===== src/rtl/dht11_sensor_emu.sv =====
// DHT11 sensor-side emulator: answers a host start pulse with the
// response preamble and a 40-bit humidity/temperature frame.
//
// Ports:
//   clk        in   system clock
//   rst        in   synchronous reset, active-high
//   dht11_in   in   raw bus level (asynchronous, synchronised here)
//   dht11_oe   out  1 = pull bus low, 0 = release (open-drain)
//   hum_int    in   humidity integer byte
//   hum_dec    in   humidity decimal byte
//   temp_int   in   temperature integer byte
//   temp_dec   in   temperature decimal byte
//   busy       out  high from accepted start until end-of-frame release
//   frame_done out  one-cycle pulse when the final low is released
//   bad_start  out  one-cycle pulse when a too-short host low ends
module dht11_sensor_emu #(
    parameter int CLK_DIV      = 50,
    parameter int START_MIN_US = 18000,
    parameter int WAIT_US      = 30,
    parameter int RESP_LOW_US  = 80,
    parameter int RESP_HIGH_US = 80,
    parameter int BIT_LOW_US   = 50,
    parameter int BIT0_HIGH_US = 26,
    parameter int BIT1_HIGH_US = 70
) (
    input  logic       clk,
    input  logic       rst,
    input  logic       dht11_in,
    output logic       dht11_oe,
    input  logic [7:0] hum_int,
    input  logic [7:0] hum_dec,
    input  logic [7:0] temp_int,
    input  logic [7:0] temp_dec,
    output logic       busy,
    output logic       frame_done,
    output logic       bad_start
);

    localparam int START_CYC = START_MIN_US * CLK_DIV;
    localparam int SPAN_CYC  = START_CYC
        + (WAIT_US + RESP_LOW_US + RESP_HIGH_US
           + BIT_LOW_US + BIT1_HIGH_US) * CLK_DIV;
    localparam int CW = $clog2(SPAN_CYC + 1) + 1;

    localparam logic [CW-1:0] START_MIN = CW'(START_CYC);
    localparam logic [CW-1:0] CNT_MAX   = '1;
    localparam logic [CW-1:0] WAIT_LAST = CW'(WAIT_US * CLK_DIV - 1);
    localparam logic [CW-1:0] RLO_LAST  = CW'(RESP_LOW_US * CLK_DIV - 1);
    localparam logic [CW-1:0] RHI_LAST  = CW'(RESP_HIGH_US * CLK_DIV - 1);
    localparam logic [CW-1:0] BLO_LAST  = CW'(BIT_LOW_US * CLK_DIV - 1);
    localparam logic [CW-1:0] B0_LAST   = CW'(BIT0_HIGH_US * CLK_DIV - 1);
    localparam logic [CW-1:0] B1_LAST   = CW'(BIT1_HIGH_US * CLK_DIV - 1);

    typedef enum logic [2:0] {
        S_IDLE,
        S_START_LOW,
        S_WAIT_REL,
        S_RESP_LOW,
        S_RESP_HIGH,
        S_BIT_LOW,
        S_BIT_HIGH,
        S_END_LOW
    } state_t;

    state_t        state_q, state_d;
    logic [CW-1:0] cnt_q, cnt_d;
    logic [5:0]    bit_q, bit_d;
    logic [39:0]   frame_q, frame_d;
    logic          sync1_q, sync1_d;
    logic          sync2_q, sync2_d;
    logic          frame_done_q, frame_done_d;
    logic          bad_start_q, bad_start_d;

    logic [CW-1:0] dur_last;
    logic          at_last;
    logic [7:0]    chk_sum;

    // Two-flop synchroniser; idles high like a pulled-up bus.
    always_comb begin
        sync1_d = dht11_in;
        sync2_d = sync1_q;
    end

    assign chk_sum = hum_int + hum_dec + temp_int + temp_dec;

    // Last cycle index of each timed state; frame_q[39] is the
    // bit currently on the wire.
    always_comb begin
        dur_last = '0;
        unique case (state_q)
            S_WAIT_REL:  dur_last = WAIT_LAST;
            S_RESP_LOW:  dur_last = RLO_LAST;
            S_RESP_HIGH: dur_last = RHI_LAST;
            S_BIT_LOW:   dur_last = BLO_LAST;
            S_BIT_HIGH:  dur_last = frame_q[39] ? B1_LAST : B0_LAST;
            S_END_LOW:   dur_last = BLO_LAST;
            default:     dur_last = '0;
        endcase
    end

    assign at_last = (cnt_q == dur_last);

    always_comb begin
        state_d      = state_q;
        cnt_d        = cnt_q + 1'b1;
        bit_d        = bit_q;
        frame_d      = frame_q;
        frame_done_d = 1'b0;
        bad_start_d  = 1'b0;

        unique case (state_q)
            S_IDLE: begin
                cnt_d = '0;
                // The first low cycle seen here already counts.
                if (!sync2_q) begin
                    state_d = S_START_LOW;
                    cnt_d   = CW'(1);
                end
            end

            S_START_LOW: begin
                if (!sync2_q) begin
                    cnt_d = (cnt_q == CNT_MAX) ? cnt_q : cnt_q + 1'b1;
                end else if (cnt_q >= START_MIN) begin
                    state_d = S_WAIT_REL;
                    cnt_d   = '0;
                    bit_d   = '0;
                    frame_d = {hum_int, hum_dec,
                               temp_int, temp_dec, chk_sum};
                end else begin
                    state_d     = S_IDLE;
                    cnt_d       = '0;
                    bad_start_d = 1'b1;
                end
            end

            S_WAIT_REL: begin
                if (at_last) begin
                    state_d = S_RESP_LOW;
                    cnt_d   = '0;
                end
            end

            S_RESP_LOW: begin
                if (at_last) begin
                    state_d = S_RESP_HIGH;
                    cnt_d   = '0;
                end
            end

            S_RESP_HIGH: begin
                if (at_last) begin
                    state_d = S_BIT_LOW;
                    cnt_d   = '0;
                end
            end

            S_BIT_LOW: begin
                if (at_last) begin
                    state_d = S_BIT_HIGH;
                    cnt_d   = '0;
                end
            end

            S_BIT_HIGH: begin
                if (at_last) begin
                    cnt_d   = '0;
                    frame_d = {frame_q[38:0], 1'b0};
                    bit_d   = bit_q + 6'd1;
                    if (bit_q == 6'd39) begin
                        state_d = S_END_LOW;
                    end else begin
                        state_d = S_BIT_LOW;
                    end
                end
            end

            S_END_LOW: begin
                if (at_last) begin
                    state_d      = S_IDLE;
                    cnt_d        = '0;
                    frame_done_d = 1'b1;
                end
            end

            default: begin
                state_d = S_IDLE;
                cnt_d   = '0;
            end
        endcase
    end

    always_ff @(posedge clk) begin
        if (rst) begin
            state_q      <= S_IDLE;
            cnt_q        <= '0;
            bit_q        <= '0;
            frame_q      <= '0;
            sync1_q      <= 1'b1;
            sync2_q      <= 1'b1;
            frame_done_q <= 1'b0;
            bad_start_q  <= 1'b0;
        end else begin
            state_q      <= state_d;
            cnt_q        <= cnt_d;
            bit_q        <= bit_d;
            frame_q      <= frame_d;
            sync1_q      <= sync1_d;
            sync2_q      <= sync2_d;
            frame_done_q <= frame_done_d;
            bad_start_q  <= bad_start_d;
        end
    end

    // Drive is decoded from the state register only, so the bus
    // is released on the same edge that enters IDLE.
    assign dht11_oe = (state_q == S_RESP_LOW) ||
                      (state_q == S_BIT_LOW)  ||
                      (state_q == S_END_LOW);

    assign busy = (state_q == S_WAIT_REL)  ||
                  (state_q == S_RESP_LOW)  ||
                  (state_q == S_RESP_HIGH) ||
                  (state_q == S_BIT_LOW)   ||
                  (state_q == S_BIT_HIGH)  ||
                  (state_q == S_END_LOW);

    assign frame_done = frame_done_q;
    assign bad_start  = bad_start_q;

endmodule


===== config.mk =====
export PLATFORM = sky130hd
export DESIGN_NAME = dht11_sensor_emu
export DESIGN_NICKNAME = d
export VERILOG_FILES = /design/src/rtl/dht11_sensor_emu.sv
export SDC_FILE = /design/constraint.sdc
export NUM_CORES = 1
export LEC_CHECK = 0
export ABC_AREA = 1
export BUFFER_PORTS_ARGS = -buffer_cell sky130_fd_sc_hd__buf_2
export CORE_ASPECT_RATIO = 0.8
export CORE_MARGIN = 1
export CORE_UTILIZATION = 53
export CTS_CLUSTER_DIAMETER = 50
export DETAILED_ROUTE_END_ITERATION = 8
export PLACE_DENSITY = 0.81
export SYNTH_ARGS = -nofsm -noshare
export SYNTH_HDL_FRONTEND = slang
export SYNTH_SLANG_ARGS = --single-unit

===== constraint.sdc =====
create_clock -name clk -period 2.8 [get_ports clk]
set_input_delay 0 -clock clk [delete_from_list [all_inputs] [get_ports clk]]
set_output_delay 0 -clock clk [all_outputs]
set_load 0.01 [all_outputs]

# Yosys cells after proc, flatten, opt, wreduce, memory -nomap -nowiden
# Index checks and enable logic that the tools add are counted.
# classes
n_lt_le_gt_ge	1
reduce_logical	16
add_sub_neg	5
eq_ne	20
n_mux	28
n_bitwise	3
# ops
operator	count
$mux W40	3
$pmux W40 S2	1
$mux W21	3
$pmux W21 S3	1
$pmux W12 S4	1
$add A8 B8 Y8	3
$mux W3	8
$pmux W3 S8	1
$add A21 B1 Y21 const B	1
$eq A21 B21 Y1	1
$eq A21 B21 Y1 const B	1
$ge A21 B20 Y1 const B	1
$mux W6	3
$ne A2 B2 Y1 const B	9
$eq A3 B3 Y1 const B	4
$mux W12	1
$pmux W6 S2	1
$reduce_and A8 Y1	1
$logic_or A1 B1 Y1	7
$add A6 B1 Y6 const B	1
$eq A3 B2 Y1 const B	2
$eq A6 B6 Y1 const B	1
$reduce_or A2 Y1	3
$reduce_or A6 Y1	1
9 further kinds	14
# word_totals
in_bits	35
elab_cells	81
output_inout_bits	4
register_bits	74

# Depth between registers and ports, before layout
# logic_depth
depth_word	6
ltp_mapped	17
depth_no_buf	14

# Least setup slack after synthesis
# Ideal clock, no wire load.
# synth_path
path_type	input -> register
from	in hum_int[1]
to	reg frame_q[7]
n_path_buf	0
stages	14
required_time_ns	2.687
setup_slack_ns	0.460
setup_ns	0.113
arrival_ns	2.228
path_cell_list	inv_1 > fa_1 > fa_1 > inv_1 > ha_1 > fa_1 > inv_1 > nor3_1 > nor2_1 > nand2_1 > nand2_1 > o21ai_0 > nor2_1 > nor2_1
# synth_between
elab_chain_len	6
# synth_lines
item	line	rtl
start, declared	30	input logic [7:0] hum_int,
$add A8 B8 Y8 (3 in a row)	84	assign chk_sum = hum_int + hum_dec + temp_int + temp_dec;
$mux W40	124	end else if (cnt_q >= START_MIN) begin
$mux W40	122	if (!sync2_q) begin
$pmux W40 S2	111	unique case (state_q)
end signal, assigned	207	frame_q <= frame_d;
end, declared	68	logic [39:0] frame_q, frame_d;
# Every way passes these cells. The select of a mux whose other input is x is not followed.
# A chain may end at the register's enable or synchronous reset.

# Worst setup path after layout
# layout_path
from	reg state_q[1]
to	reg frame_q[37]
# layout_between
elab_chain_len	6
elab_cells_between_ends	17
classes_between	eq/ne (11); mux (2); reduce/logical (4)
# layout_lines
item	line	rtl
start, declared	65	state_t state_q, state_d;
start signal, assigned	204	state_q <= state_d;
$eq A3 B3 Y1 / $eq A3 B2 Y1 (equally long branches)	90	unique case (state_q)
$reduce_or A2 Y1 (no source line)	--	
$pmux W12 S4	90	
$eq A21 B21 Y1	101	assign at_last = (cnt_q == dur_last);
$ne A2 B2 Y1 (no source line)	--	
$reduce_and A4 Y1 (no source line)	--	
# Parallel ways exist; a longest one is shown, timed or not.

==> results summary <==
In the final layout, the share of cells above drive strength 1 is 0.0893. In the final timing run, aggregate negative setup slack is 0 ns. The global-route congestion overflow total came out at 0. The clock skew came out at 0.00800 ns. The global-route usage over all layers came out at 0.264. The buffer depth of the longest clock path is 2.

In this run the tool buffered the top-level ports with 38 buffer cells. Max-cap violations in this run came to 0. For this run, the number of Yosys warnings is 0.

The initial antenna violation count came to 0. The CTS tree is built. The static leakage is about 3.1 nW.

The number of hold violations in the final report is 0. The required time at the endpoint of the critical path is approximately 3.0 ns. The root cell of the clock tree is clkbuf_16.

The core footprint came out at 9610 um2. The wire length of the first global-routing pass is between 20 and 25 mm. Based on the critical path, the design can be clocked at up to 414 MHz.

The minimum clock period is 2.42 ns. In this run the worst hold path is classified as in2reg. The average cell area after synthesis came out at around 6.1 um2. After detailed routing, the number of remaining DRC violations is 0. The setup slack of the most critical reg-to-reg path is between 0.3 and 0.4 ns. Internal power comes to 1.89 mW. The flow ran to the end, and the final reports show no timing, DRC or antenna violations. The end-of-flow core utilization is 0.599. For this configuration, the core starts out at a cell density of 0.544. The insertion delay of the later-clocked pin in the worst-skew pair came out at 0.33 ns. The first-pass detailed-route iteration total came out at 6. The number of distinct library cell variants in the gate-level netlist after synthesis came out at 38.

The placed cell count is ~1,000. The count of final max-slew check failures is 0. Summing every instance area after synthesis gives between 5000 and 6000 um2. The area of all placed cells without fillers came out at 5760 um2.

The post-placement cell area came out at 5490 um2. The most instantiated flip-flop cell in the synthesis netlist is dfxtp_1. The final cell count without fillers is 1,004.

At the end of routability-driven placement, the weighted congestion stood at 0.939. The largest fanout on the critical path is 62. The number of buffers created by CTS is 9. Compared with the post-synthesis result, the final layout area differs by 10.2%. The worst max-slew margin expressed relative to the limit is 0.296.

The clock drives 74 sinks. The repair_antennas step left the layout with diodes totalling 0. STA classifies the critical path endpoint as a flip-flop. The critical path is of the reg2reg type. After detailed routing, the total wire length is 12.6 mm. The floorplan step defined a die boundary enclosing approximately 10,000 um2. The combinational share of power came out at 0.183. The synthesized design contains 74 register bits.

The arrival time of data at the critical path endpoint is approximately 2.6 ns. The overall power consumption is approximately 2.6 mW. The proportion of power drawn by flip-flops and latches is 0.411.

In the finished design, the share of the clock period the worst path needs comes to 0.863. The height of the chip is 90.8 um. Before CTS, the worst setup slack after placement is 0.259 ns.

The row count is 32. Detailed placement finished with a half-perimeter wire length of 8.84 mm. The worst setup path is launched from a flip-flop.

At the pin with the least slew margin, the transition time is about 1.1 ns. The average wire per cell in the routed design came out at 12.5 um. The power share of the clock group came out at 0.406. The post-synthesis net count came out at 914.

The detailed router finished its first iteration with between 400 and 500 violations. The switching share of total power came out at 0.271. Setup violations remaining at the end of the flow were counted as 0. Entering global routing, the biggest net connects 63 pins. The overall die width is about 110 um. In this run the power spent charging and discharging nets is 0.703 mW. The number of global-route vias before repair came out at 4,561. The detail route stage leaves a number of antenna-violating nets equal to 0. Counting flops with a built-in enable in the synthesized netlist gives 0. After layout, the worst setup slack is about 0.38 ns. The maximum level of the CTS H-tree is 3. The post-route worst hold slack is 0.0203 ns. The register area share after synthesis is 0.284.

Setup repair after global routing left no endpoint under its margin. Across the VDD grid, the largest voltage drop is 297 uV. The post-synthesis cell count is 855. Counting cells, the worst reg-to-reg path comes to 11. Along the worst hold path, the cell count comes to 5. Using the TritonRoute via totals, the vias-per-cell ratio works out to 5.20.

In this run the power density over the cells is 450 nW/um2. The share of async-settable or async-resettable flops after synthesis came out at 0. During I/O placement, the number of pins put on the boundary was 39. The count of nets after finishing came out at 942. The post-CTS clock slew at the launch and capture registers of the worst setup and hold paths came out at 0.05 ns. The detailed-route via count is 5,216.
-- state kept, by name (all words and copies together) (netlist names) --
register    count
bad_start       1
frame_done      1
sync2_q         1
state_q         3
cnt_q          21
bit_q           6
sync1_q         1
frame_q        40
-- critical path, cell delays in order, from the launching register on --
cell and delay, ns:
dfxtp_1 0.38, inv_2 0.12, nand2_1 0.24, nor2_1 0.35
inv_1 0.12, nor2_1 0.24, inv_1 0.12, nand3_2 0.10
buf_6 0.36, nand2_1 0.11, nand2_1 0.08, nor2_1 0.07
-- final cells by class --
type,instances,area [um2]
fill,926,3850
multi-input combinational,600,3020
sequential,74,1480
inverter,146,548
timing repair buffer,52,302
clock buffer,13,260
tap,119,149
-- cells in the mapped netlist, types with 2 or more instances --
cell type | instances | share of area
inv_1 | 140 | 0.10
fa_1 | 14 | 0.054
inv_2 | 5 | 0.0036
o21ai_0 | 14 | 0.013
clkbuf_1 | 23 | 0.017
dfxtp_1 | 74 | 0.28
nor3_1 | 12 | 0.011
nand4_1 | 29 | 0.035
buf_4 | 2 | 0.0029
xnor2_1 | 3 | 0.0050
buf_2 | 6 | 0.0057
ha_1 | 10 | 0.024
o21a_1 | 12 | 0.017
nor2_1 | 98 | 0.070
nand2_1 | 266 | 0.19
buf_6 | 4 | 0.0086
a31oi_1 | 3 | 0.0036
xor2_1 | 12 | 0.020
or2_2 | 6 | 0.0072
nor4_1 | 4 | 0.0048
a21oi_1 | 39 | 0.037
nand3_1 | 63 | 0.060
-- cell families after synthesis --
family / Yosys count / share of synthesized area
AOI/OAI and AO/OA: 74 / 0.0800
xor gates and xnor gates: 15 / 0.0251
adders and majority gates: 24 / 0.0776
buffers and inverters: 181 / 0.139
DFF: 74 / 0.284
and+or+nand+nor: 487 / 0.395
-- power groups by stage --
stage                     registers, mW  clock network [mW]  logic (mW)
final                              1.07                1.05       0.475
after global routing               1.07                1.11       0.542
after CTS                          1.07                1.07       0.472
after detailed placement           1.09                   0       0.466
after global placement             1.09                   0       0.462
after floorplan                    1.09                   0       0.348
-- per-layer routing --
| layer | track usage | part of all wire |
|---|---|---|
| met5 | 0 | 0 |
| met1 | 0.403 | 0.51 |
| met4 | 0.0713 | 0.011 |
| met2 | 0.369 | 0.41 |
| met3 | 0.0570 | 0.070 |
-- final timing paths --
| check | from | end |
|---|---|---|
| setup reg to reg | state_q[1]$_SDFFE_PP0P_ | frame_q[37]$_SDFFE_PP0P_ |
| hold / removal | hum_dec[1] | frame_q[25]$_SDFFE_PP0P_ |
| setup / recovery | state_q[1]$_SDFFE_PP0P_ | frame_q[37]$_SDFFE_PP0P_ |
| hold reg to reg | sync1_q$_SDFF_PP1_ | sync2_q$_SDFF_PP1_ |
-- timing repair --
item / 4_1_cts / 5_1_grt
setup endpoints to repair: 0 / 8
hold buffers: 1 / 0
setup buffers: 0 / 0
gates resized for setup: 0 / 1
endpoints found under the hold margin: 1 / 0
-- placed cells by master (no fill, tap or decap), drive strengths merged, types with 10 or more instances in the layout --
| cell | synthesis | layout |
|---|---|---|
| clkbuf | 23 | 13 |
| nand2 | 268 | 268 |
| ha | 10 | 10 |
| xor2 | 12 | 12 |
| nand4 | 30 | 30 |
| nor3 | 12 | 12 |
| inv | 145 | 145 |
| buf | 12 | 51 |
| a21oi | 39 | 39 |
| nand3 | 64 | 64 |
| o21ai | 15 | 15 |
| nor2 | 100 | 100 |
| fa | 14 | 14 |
| dfxtp | 74 | 74 |
| o21a | 12 | 12 |
Power figures use the tool's default switching activity.
